`config.mk`:
```
export PLATFORM = sky130hd
export DESIGN_NAME = memory_arbiter_flat
export DESIGN_NICKNAME = d
export VERILOG_FILES = /design/src/rtl/memory_arbiter_if.sv /design/src/rtl/memory_arbiter.sv /design/src/flat_wrapper.sv
export SDC_FILE = /design/constraint.sdc
export NUM_CORES = 1
export LEC_CHECK = 0
export CAP_MARGIN = 20
export CORE_AREA = 2 2 104 106
export CTS_CLUSTER_DIAMETER = 40
export CTS_CLUSTER_SIZE = 30
export DETAILED_ROUTE_END_ITERATION = 7
export DIE_AREA = 0 0 106 108
export PLACE_DENSITY = 0.7
export SYNTH_ARGS = -nofsm -noshare
export SYNTH_HDL_FRONTEND = slang
export SYNTH_SLANG_ARGS = --single-unit
```
`constraint.sdc`:
```
create_clock -name CLK -period 2 [get_ports CLK]
set_input_delay 0.6 -clock CLK [delete_from_list [all_inputs] [get_ports CLK]]
set_output_delay 0.6 -clock CLK [all_outputs]
set_load 0.01 [all_outputs]
```
`src/rtl/memory_arbiter_if.sv`:
```
// Cache-side and RAM-side request/response signals of the memory arbiter.
// The slave modport is the arbiter's view; master is the caches-plus-RAM view.
interface memory_arbiter_if;
  logic        iREN;
  logic [31:0] iaddr;
  logic        iwait;
  logic [31:0] iload;
  logic        dREN;
  logic        dWEN;
  logic [31:0] daddr;
  logic [31:0] dstore;
  logic        dwait;
  logic [31:0] dload;
  logic        ramREN;
  logic        ramWEN;
  logic [31:0] ramaddr;
  logic [31:0] ramstore;
  logic [31:0] ramload;
  logic [1:0]  ramstate;
  logic        memerr;

  modport slave (
    input  iREN, iaddr, dREN, dWEN, daddr, dstore, ramload, ramstate,
    output iwait, iload, dwait, dload, ramREN, ramWEN, ramaddr, ramstore, memerr
  );

  modport master (
    output iREN, iaddr, dREN, dWEN, daddr, dstore, ramload, ramstate,
    input  iwait, iload, dwait, dload, ramREN, ramWEN, ramaddr, ramstore, memerr
  );
endinterface

```
`src/rtl/memory_arbiter.sv`:
```
// Grants the single-port RAM to the dcache or icache, one access at a time.
// Data has priority until STARVE_MAX data completions pass with an icache fetch pending.
module memory_arbiter #(
  parameter logic [3:0] STARVE_MAX = 4'd4
) (
  input logic             CLK,
  input logic             nRST,
  memory_arbiter_if.slave bus
);
  // state | meaning
  // IDLE  | no grant; arbitration runs here
  // DSERV | dcache granted, RAM driven from live dcache inputs
  // ISERV | icache granted, RAM driven from live icache inputs
  // ERR   | one-cycle recovery after a RAM ERROR, request retried from IDLE
  typedef enum logic [1:0] {IDLE, DSERV, ISERV, ERR} state_t;

  localparam logic [1:0] RAM_ACCESS = 2'b10;
  localparam logic [1:0] RAM_ERROR  = 2'b11;

  state_t     state;
  logic [3:0] starve;
  logic       memerr_q;

  logic d_req, force_i, d_done, i_done, d_fail, i_fail;

  assign d_req   = bus.dREN | bus.dWEN;
  assign force_i = (starve == STARVE_MAX) && bus.iREN;
  assign d_done  = (state == DSERV) && d_req    && (bus.ramstate == RAM_ACCESS);
  assign d_fail  = (state == DSERV) && d_req    && (bus.ramstate == RAM_ERROR);
  assign i_done  = (state == ISERV) && bus.iREN && (bus.ramstate == RAM_ACCESS);
  assign i_fail  = (state == ISERV) && bus.iREN && (bus.ramstate == RAM_ERROR);

  always_ff @(posedge CLK or negedge nRST) begin
    if (!nRST) begin
      state    <= IDLE;
      starve   <= '0;
      memerr_q <= 1'b0;
    end else begin
      case (state)
        IDLE: begin
          if (d_req && !force_i) state <= DSERV;
          else if (bus.iREN)     state <= ISERV;
        end
        DSERV: begin
          if (!d_req || d_done) state <= IDLE;
          else if (d_fail)      state <= ERR;
        end
        ISERV: begin
          if (!bus.iREN || i_done) state <= IDLE;
          else if (i_fail)         state <= ERR;
        end
        default: state <= IDLE;
      endcase

      if (d_fail || i_fail) memerr_q <= 1'b1;

      // Only data completions that actually delayed a pending fetch count.
      if (!bus.iREN || i_done)
        starve <= '0;
      else if (d_done && (starve < STARVE_MAX))
        starve <= starve + 4'd1;
    end
  end

  always_comb begin
    bus.ramREN   = 1'b0;
    bus.ramWEN   = 1'b0;
    bus.ramaddr  = '0;
    bus.ramstore = '0;
    bus.dwait    = ~d_done;
    bus.dload    = d_done ? bus.ramload : '0;
    bus.iwait    = ~i_done;
    bus.iload    = i_done ? bus.ramload : '0;
    bus.memerr   = memerr_q;
    case (state)
      DSERV: begin
        if (d_req) begin
          bus.ramWEN   = bus.dWEN;
          bus.ramREN   = bus.dREN & ~bus.dWEN;
          bus.ramaddr  = bus.daddr;
          bus.ramstore = bus.dstore;
        end
      end
      ISERV: begin
        bus.ramREN  = bus.iREN;
        bus.ramaddr = bus.iaddr;
      end
      default: ;
    endcase
  end
endmodule

```
`src/flat_wrapper.sv`:
```
// flat-port wrapper written by rule: the top's interface ports become plain ports
module memory_arbiter_flat 
#(
  parameter logic [3:0] STARVE_MAX = 4'd4
)
  (CLK, nRST, bus_iREN, bus_iaddr, bus_dREN, bus_dWEN, bus_daddr, bus_dstore, bus_ramload, bus_ramstate, bus_iwait, bus_iload, bus_dwait, bus_dload, bus_ramREN, bus_ramWEN, bus_ramaddr, bus_ramstore, bus_memerr);
  memory_arbiter_if bus_i ();
  input logic CLK;
  input logic nRST;
  input wire logic [$bits(bus_i.iREN)-1:0] bus_iREN;
  input wire logic [$bits(bus_i.iaddr)-1:0] bus_iaddr;
  input wire logic [$bits(bus_i.dREN)-1:0] bus_dREN;
  input wire logic [$bits(bus_i.dWEN)-1:0] bus_dWEN;
  input wire logic [$bits(bus_i.daddr)-1:0] bus_daddr;
  input wire logic [$bits(bus_i.dstore)-1:0] bus_dstore;
  input wire logic [$bits(bus_i.ramload)-1:0] bus_ramload;
  input wire logic [$bits(bus_i.ramstate)-1:0] bus_ramstate;
  output wire logic [$bits(bus_i.iwait)-1:0] bus_iwait;
  output wire logic [$bits(bus_i.iload)-1:0] bus_iload;
  output wire logic [$bits(bus_i.dwait)-1:0] bus_dwait;
  output wire logic [$bits(bus_i.dload)-1:0] bus_dload;
  output wire logic [$bits(bus_i.ramREN)-1:0] bus_ramREN;
  output wire logic [$bits(bus_i.ramWEN)-1:0] bus_ramWEN;
  output wire logic [$bits(bus_i.ramaddr)-1:0] bus_ramaddr;
  output wire logic [$bits(bus_i.ramstore)-1:0] bus_ramstore;
  output wire logic [$bits(bus_i.memerr)-1:0] bus_memerr;
  assign bus_i.iREN = bus_iREN;
  assign bus_i.iaddr = bus_iaddr;
  assign bus_i.dREN = bus_dREN;
  assign bus_i.dWEN = bus_dWEN;
  assign bus_i.daddr = bus_daddr;
  assign bus_i.dstore = bus_dstore;
  assign bus_i.ramload = bus_ramload;
  assign bus_i.ramstate = bus_ramstate;
  assign bus_iwait = bus_i.iwait;
  assign bus_iload = bus_i.iload;
  assign bus_dwait = bus_i.dwait;
  assign bus_dload = bus_i.dload;
  assign bus_ramREN = bus_i.ramREN;
  assign bus_ramWEN = bus_i.ramWEN;
  assign bus_ramaddr = bus_i.ramaddr;
  assign bus_ramstore = bus_i.ramstore;
  assign bus_memerr = bus_i.memerr;
  memory_arbiter #(.STARVE_MAX(STARVE_MAX)) u_core (.CLK(CLK), .nRST(nRST), .bus(bus_i));
endmodule
```
==> results of run 1 <==
## cells by family after synthesis
| group | after synthesis |
|---|---|
| compound gates | 42 |
| xor+xnor | 1 |
| flops | 7 |
| fa+ha+maj | 6 |
| mux | 1 |
| buf+inv | 28 |
| simple gates | 148 |
## cell usage after synthesis
master | count | area, µm²
buf_2 | 5 | 25.0
nor2b_1 | 33 | 206
xnor2_1 | 1 | 8.76
or4b_1 | 1 | 10.0
nand2b_4 | 1 | 13.8
o31ai_1 | 2 | 15.0
a2bb2oi_1 | 1 | 8.76
clkbuf_1 | 15 | 56.3
o211ai_1 | 1 | 7.51
nand3b_1 | 1 | 7.51
a31o_2 | 1 | 8.76
and2_1 | 98 | 613
dfrtp_1 | 7 | 175
o21ai_0 | 2 | 10.0
inv_1 | 8 | 30.0
mux2i_1 | 1 | 10.0
nand2_1 | 6 | 22.5
ha_1 | 6 | 75.1
or4_4 | 1 | 11.3
a31oi_1 | 1 | 6.26
nor2_1 | 7 | 26.3
a22oi_1 | 33 | 248
a41oi_1 | 1 | 8.76
## worst max path at each step
| stage | from | end | slack, ns | cells past startpoint |
|---|---|---|---|---|
| floorplan | u_core.state[0] | bus_iload[10] | -0.02 | 7 |
| global placement | bus_dWEN | bus_ramaddr[13] | -1.01 | 7 |
| detailed placement | bus_dWEN | bus_ramaddr[13] | -1.06 | 7 |
| CTS | u_core.state[1] | bus_ramaddr[5] | -0.31 | 9 |
| global route | u_core.state[1] | bus_ramaddr[18] | -0.36 | 8 |
| finish | u_core.state[1] | bus_dload[25] | -0.28 | 9 |
## per-layer routing
metal  share of wire, %  global-route usage [%]
met1                 33                    17.5
met2                 57                    39.1
met3                8.5                    3.74
met4                1.3                    2.73
met5                  0                       0
## critical path, delay by kind of cell (launching register included)
kind / cells / cell delay [ns]
simple gates: 2 / 0.29
buf+inv: 5 / 0.54
compound gates: 1 / 0.08
flops: 1 / 0.40
fa+ha+maj: 1 / 0.15
## where the power goes
| part | switching (µW) | internal (µW) |
|---|---|---|
| registers | 26.8 | 168 |
| clock network | 66.8 | 139 |
| logic | 1490 | 1870 |
| total | 1590 | 2180 |
## registers in the layout, indices dropped and copies added, names as in the netlist
register,flops
u_core.starve,4
u_core.state,2
u_core.bus.memerr,1
## metrics by stage
stage / total power, µW / worst slack, ns / std cells / instance area, µm²
5_1_grt: 4030 / -0.364 / 669 / 4810
3_3_place_gp: 2970 / -1.01 / 639 / 4600
6_report: 3770 / -0.284 / 669 / 4810
4_1_cts: 3750 / -0.309 / 666 / 4750
2_1_floorplan: 1430 / -0.0242 / 233 / 1610
3_5_place_dp: 3000 / -1.06 / 639 / 4600
## timing repair
item	CTS	global route
endpoints found under the setup margin	132	132
pin swaps	22	4
buffers inserted	13	3
resized for setup	632	13
hold endpoints to repair	0	0
gates cloned	11	1
## area by class of cell
| cell class | instances | area (µm²) |
|---|---|---|
| fillers | 1013 | 5420 |
| repair buffers | 316 | 2800 |
| multi-input cells | 198 | 1590 |
| flip-flops and latches | 7 | 175 |
| well taps | 136 | 170 |
| clock buffers | 4 | 45.0 |
| inverters | 8 | 30.0 |
==> impl_metrics.py, run 1 <==
metrics = {
    "sta": {
        "rsz0062_at_grt": "true",
        "finalMaxSlewViolations": 0,
        "setup-tns-final_ns": -29.08,
        "timing.fmax_ghz": 0.438,
        "period_share_pct": 114,
        "worst_slack_ns": -0.284,
        "fin_crit_ns": 2.28,
        "skew_ns": 0.00957,
        "finalHoldViolCount": 0,
        "setup_violations": 131,
        "whs_ns": 0.474,
        "worst_pin_slew_ns": 0.371,
        "maxSlewHeadroom_pct": 75.2,
    },
    "cells_and_area": {
        "final_util_pct": 47.0,
        "final_common_cell": "clkdlybuf4s50_1",
        "antenna_cells": 0,
        "final_cell_mix": "clkdlybuf4s50_1, buf_2, and2_1",
        "nNetsFinal": 675,
        "areaGrowthSynthToFinish_pct": 200,
        "post_route_cells_drive_above_1_share_pct": 46.3,
    },
    "global_route": {
        "grt_pass1_vias": 3005,
        "antenna_found_initial": 0,
        "grt_first_pass_wirelength_um": 16100,
        "grt_max_degree": 21,
        "grt.overflow.total": 0,
        "grt_use_total_pct": 18.1,
    },
    "critical_path": {
        "critPathKind": "flop to output pin",
        "worstSetupEndpointType": "output pin",
        "r2r_end": "u_core.state[1]",
        "worstSetupStartpointType": "flop",
        "cp_max_fo": 8,
        "path_cells": "inv_2 > ha_4 > o21ai_2 > nor2_4 > buf_6 > buf_6 > buf_16 > and2_1 > buf_2",
        "ff2ff_setup_slack_ns": 0.34,
        "r2r_cells": 7,
        "cpMostUsedCell": "buf_6",
        "critical_path_required_ns": 1.40,
        "crit_path_top_delay_cell": "dfrtp_1",
        "cpPeakStageDelay_ns": 0.40,
        "crit_arrival_ns": 1.68,
        "worstReg2RegStart": "u_core.state[0]",
    },
    "status": {
        "violations": "negative setup slack",
        "status": "complete, but fails checks",
    },
    "power_and_ir_drop": {
        "powerDensity_nw_per_um2": 783,
        "leakage_uw": 0.00229,
        "peakVddDrop_uv": 411,
    },
    "placement": {
        "io_buffers": 267,
        "gp_congestion": 0.748,
        "post-dp-hpwl_um": 7920,
    },
    "clock_network": {
        "root_buffer": "clkbuf_8",
        "cts_buffer_depth": 2,
        "path_clk_slew_ns": 0.05,
        "cts.sinks": 7,
        "cts_tree": "built",
        "clkLatencyLatePin_ns": 0.23,
        "htreeDepth": 1,
        "cts_hold_buf": 0,
        "cts_buffers": 3,
    },
    "logic_synthesis": {
        "synth-seq-cells": 7,
        "synth_area_um2": 1600,
        "synthXorXnorAreaFrac_pct": 0.546,
        "syn_nets": 374,
        "synth_top_family_by_area": "simple AND/OR/NAND/NOR gates",
        "seq_area_frac_synth_pct": 10.9,
        "syn_avg_cell_area_um2": 6.88,
        "synth.distinct_cells": 23,
        "synthAdderAreaFrac_pct": 4.68,
        "synth-simple-area-share_pct": 56.8,
        "synth_compound_gate_area_share_pct": 19.5,
        "yosysWarnings": 0,
        "netlist_instances": 233,
        "synth.mux.area_fraction_pct": 0.624,
    },
    "floorplan": {
        "dieArea_um2": 11400,
        "rows": 37,
        "pin_count": 268,
        "core_region_area_um2": 10200,
        "die_y_um": 108,
        "die_x_um": 106,
        "start_util_pct": 15.7,
    },
    "worst_hold_path": {
        "worst_hold_startpoint": "u_core.bus.memerr",
        "min-delay-path-class": "flop to flop",
        "hold_end": "u_core.bus.memerr",
        "whs_path_depth": 1,
    },
    "drt": {
        "first_pass_iters": 4,
        "routedWlPerCell_um": 16.9,
        "drc": 0,
        "ant_nets": 0,
        "drt_iter0_markers": 79,
        "route.vias.total": 2844,
        "wirelength_um": 11300,
        "via_per_inst": 4.25,
    },
    "run": {
        "maxCapViolCount": 0,
    },
}
(Power assumes the default switching activity.)
==> inputs of run 2 (changes only) <==
--- a/config.mk
+++ b/config.mk
@@ -6,11 +6,11 @@
 export NUM_CORES = 1
 export LEC_CHECK = 0
 export CAP_MARGIN = 20
-export CORE_AREA = 2 2 104 106
-export CTS_CLUSTER_DIAMETER = 40
+export CORE_AREA = 2 2 102 104
+export CTS_CLUSTER_DIAMETER = 120
 export CTS_CLUSTER_SIZE = 30
 export DETAILED_ROUTE_END_ITERATION = 7
-export DIE_AREA = 0 0 106 108
+export DIE_AREA = 0 0 104 106
 export PLACE_DENSITY = 0.7
 export SYNTH_ARGS = -nofsm -noshare
 export SYNTH_HDL_FRONTEND = slang
==> constraint.sdc (replaced) <==
create_clock -name CLK -period 2.3 [get_ports CLK]
set_input_delay 0.69 -clock CLK [delete_from_list [all_inputs] [get_ports CLK]]
set_output_delay 0.69 -clock CLK [all_outputs]
set_load 0.01 [all_outputs]
==> run 2 against run 1 <==
  * The flow still finishes with violations (negative setup slack)
  * Setup slack improved by 0.16 ns
  * Final cell count unchanged
  * Clock skew decreased by 0.0066 ns
  * Sequential share of layout area decreased by 0.32 points
  * Sequential cell count unchanged
  * Wire length increased by 11%
  * Critical path type unchanged
  * Critical endpoint is now bus_ramstore[6]
  * Largest power group unchanged
==> impl_metrics.py, run 2 (same netlist as run 1, synthesis figures left out) <==
metrics = {
    "floorplan": {
        "die_y_um": 106,
        "rows": 37,
        "dieArea_um2": 11000,
        "core_region_area_um2": 10000,
        "pin_count": 268,
        "die_x_um": 104,
        "start_util_pct": 16.0,
    },
    "clock_network": {
        "htreeDepth": 1,
        "clkLatencyLatePin_ns": 0.23,
        "cts_hold_buf": 0,
        "cts_buffer_depth": 2,
        "root_buffer": "clkbuf_8",
        "cts_tree": "built",
        "cts_buffers": 3,
        "path_clk_slew_ns": 0.04,
        "cts.sinks": 7,
    },
    "critical_path": {
        "crit_arrival_ns": 1.73,
        "worstSetupEndpointType": "output pin",
        "worstSetupStartpointType": "flop",
        "cpPeakStageDelay_ns": 0.38,
        "cp_max_fo": 8,
        "critical_path_required_ns": 1.61,
        "critPathKind": "flop to output pin",
        "path_cells": "inv_2 > ha_4 > nor2b_4 > buf_4 > buf_12 > buf_6 > and2_1 > buf_2",
        "crit_path_top_delay_cell": "dfrtp_1",
        "ff2ff_setup_slack_ns": 0.46,
        "crit_buf_inv": 5,
        "cpLargestDelayFamily": "buffers and inverters",
    },
    "cells_and_area": {
        "final_common_cell": "clkdlybuf4s50_1",
        "nNetsFinal": 675,
        "fillers": 958,
        "regMostFlops": "u_core.starve",
        "final_cell_mix": "clkdlybuf4s50_1, buf_6, buf_2",
        "layoutNonFillerInstCount": 669,
        "post_route_cells_drive_above_1_share_pct": 55.7,
        "areaGrowthSynthToFinish_pct": 229,
        "antenna_cells": 0,
        "largest_reg_flops": 4,
        "final_util_pct": 52.7,
    },
    "placement": {
        "gp_congestion": 0.847,
        "post-place-ws_ns": -0.917,
        "dp_cells": 637,
        "io_buffers": 267,
        "post-dp-hpwl_um": 7910,
    },
    "power_and_ir_drop": {
        "leakage_uw": 0.00241,
        "peakVddDrop_uv": 445,
        "power_uw": 3750,
        "powerDensity_nw_per_um2": 711,
    },
    "drt": {
        "routedWlPerCell_um": 18.8,
        "first_pass_iters": 4,
        "ant_nets": 0,
        "via_per_inst": 4.29,
        "drt_iter0_markers": 108,
        "wirelength_um": 12600,
        "drc": 0,
        "route.vias.total": 2869,
    },
    "sta": {
        "rsz0062_at_grt": "true",
        "setup_violations": 82,
        "timing.fmax_ghz": 0.413,
        "skew_ns": 0.00301,
        "finalHoldViolCount": 0,
        "fin_crit_ns": 2.42,
        "whs_ns": 0.473,
        "worst_slack_ns": -0.124,
        "period_share_pct": 105,
        "finalMaxSlewViolations": 0,
        "maxSlewHeadroom_pct": 72.2,
        "worst_pin_slew_ns": 0.415,
    },
    "global_route": {
        "grt_pass1_vias": 2923,
        "grt_max_degree": 21,
        "grt.overflow.total": 0,
        "grt_use_total_pct": 20.2,
        "grt_first_pass_wirelength_um": 17600,
        "antenna_found_initial": 0,
    },
    "run": {
        "maxCapViolCount": 0,
    },
    "worst_hold_path": {
        "min-delay-path-class": "flop to flop",
    },
    "status": {
        "status": "complete, but fails checks",
        "violations": "negative setup slack",
    },
}
-- run 2: final cells by class --
type	instances	area [µm²]	share of cell area, %
Multi-Input combinational cell	198	1710	32.5
Clock buffer	4	45.0	0.854
Inverter	8	30.0	0.570
Tap cell	136	170	3.23
Timing Repair Buffer	316	3140	59.5
Sequential cell	7	175	3.32
-- run 2: metrics by stage --
step           area, µm²  TNS, ns
2_1_floorplan       1600        0
3_3_place_gp        4590  -102.59
3_5_place_dp        4590  -106.01
4_1_cts             4810    -4.91
5_1_grt             5270    -9.60
6_report            5270    -4.50
-- run 2: per-layer routing --
| metal | vias to the layer above | GRT usage (%) | share of wire (%) |
|---|---|---|---|
| li1 | 1372 | - | - |
| met1 | 1360 | 24.8 | 40 |
| met2 | 111 | 36.0 | 52 |
| met3 | 26 | 4.60 | 5.8 |
| met4 | 0 | 4.73 | 2.2 |
| met5 | - | 0 | 0 |
-- run 2: worst paths after layout --
kind / start / end / depth (start not counted)
min in group asynchronous: nRST / u_core.bus.memerr / 1
worst min-delay path: u_core.bus.memerr / u_core.bus.memerr / 1
worst min register to register: u_core.bus.memerr / u_core.bus.memerr / 1
max in group asynchronous: nRST / u_core.starve[3] / 1
worst max-delay path: u_core.state[1] / bus_ramstore[6] / 8
worst max register to register: u_core.state[0] / u_core.state[1] / 7
-- run 2: worst register-to-register path, stage by stage, from the launching register on --
cell	delay [ns]
dfrtp_1	0.42
inv_2	0.10
buf_4	0.12
ha_4	0.15
or4b_1	0.48
o211ai_1	0.24
nand2_1	0.12
o31ai_1	0.10
-- run 2: timing repair --
item / in CTS / in global routing
gates cloned: 10 / 6
buffers inserted: 19 / 2
pin swaps: 25 / 44
setup endpoints to repair: 132 / 129
gates resized for setup: 640 / 121
endpoints found under the hold margin: 0 / 0
-- run 2: power breakdown --
| group | switching [µW] | internal (µW) |
|---|---|---|
| sequential | 20.3 | 146 |
| combinational | 1460 | 1950 |
| clock | 55.6 | 120 |
| total | 1540 | 2210 |
==> inputs of run 3 (changes only) <==
--- a/config.mk
+++ b/config.mk
@@ -15,3 +15,4 @@
 export SYNTH_ARGS = -nofsm -noshare
 export SYNTH_HDL_FRONTEND = slang
 export SYNTH_SLANG_ARGS = --single-unit
+export TNS_END_PERCENT = 100
==> results of run 3 <==
Same layout as run 2: the final DEF is identical, and so are final timing and power.
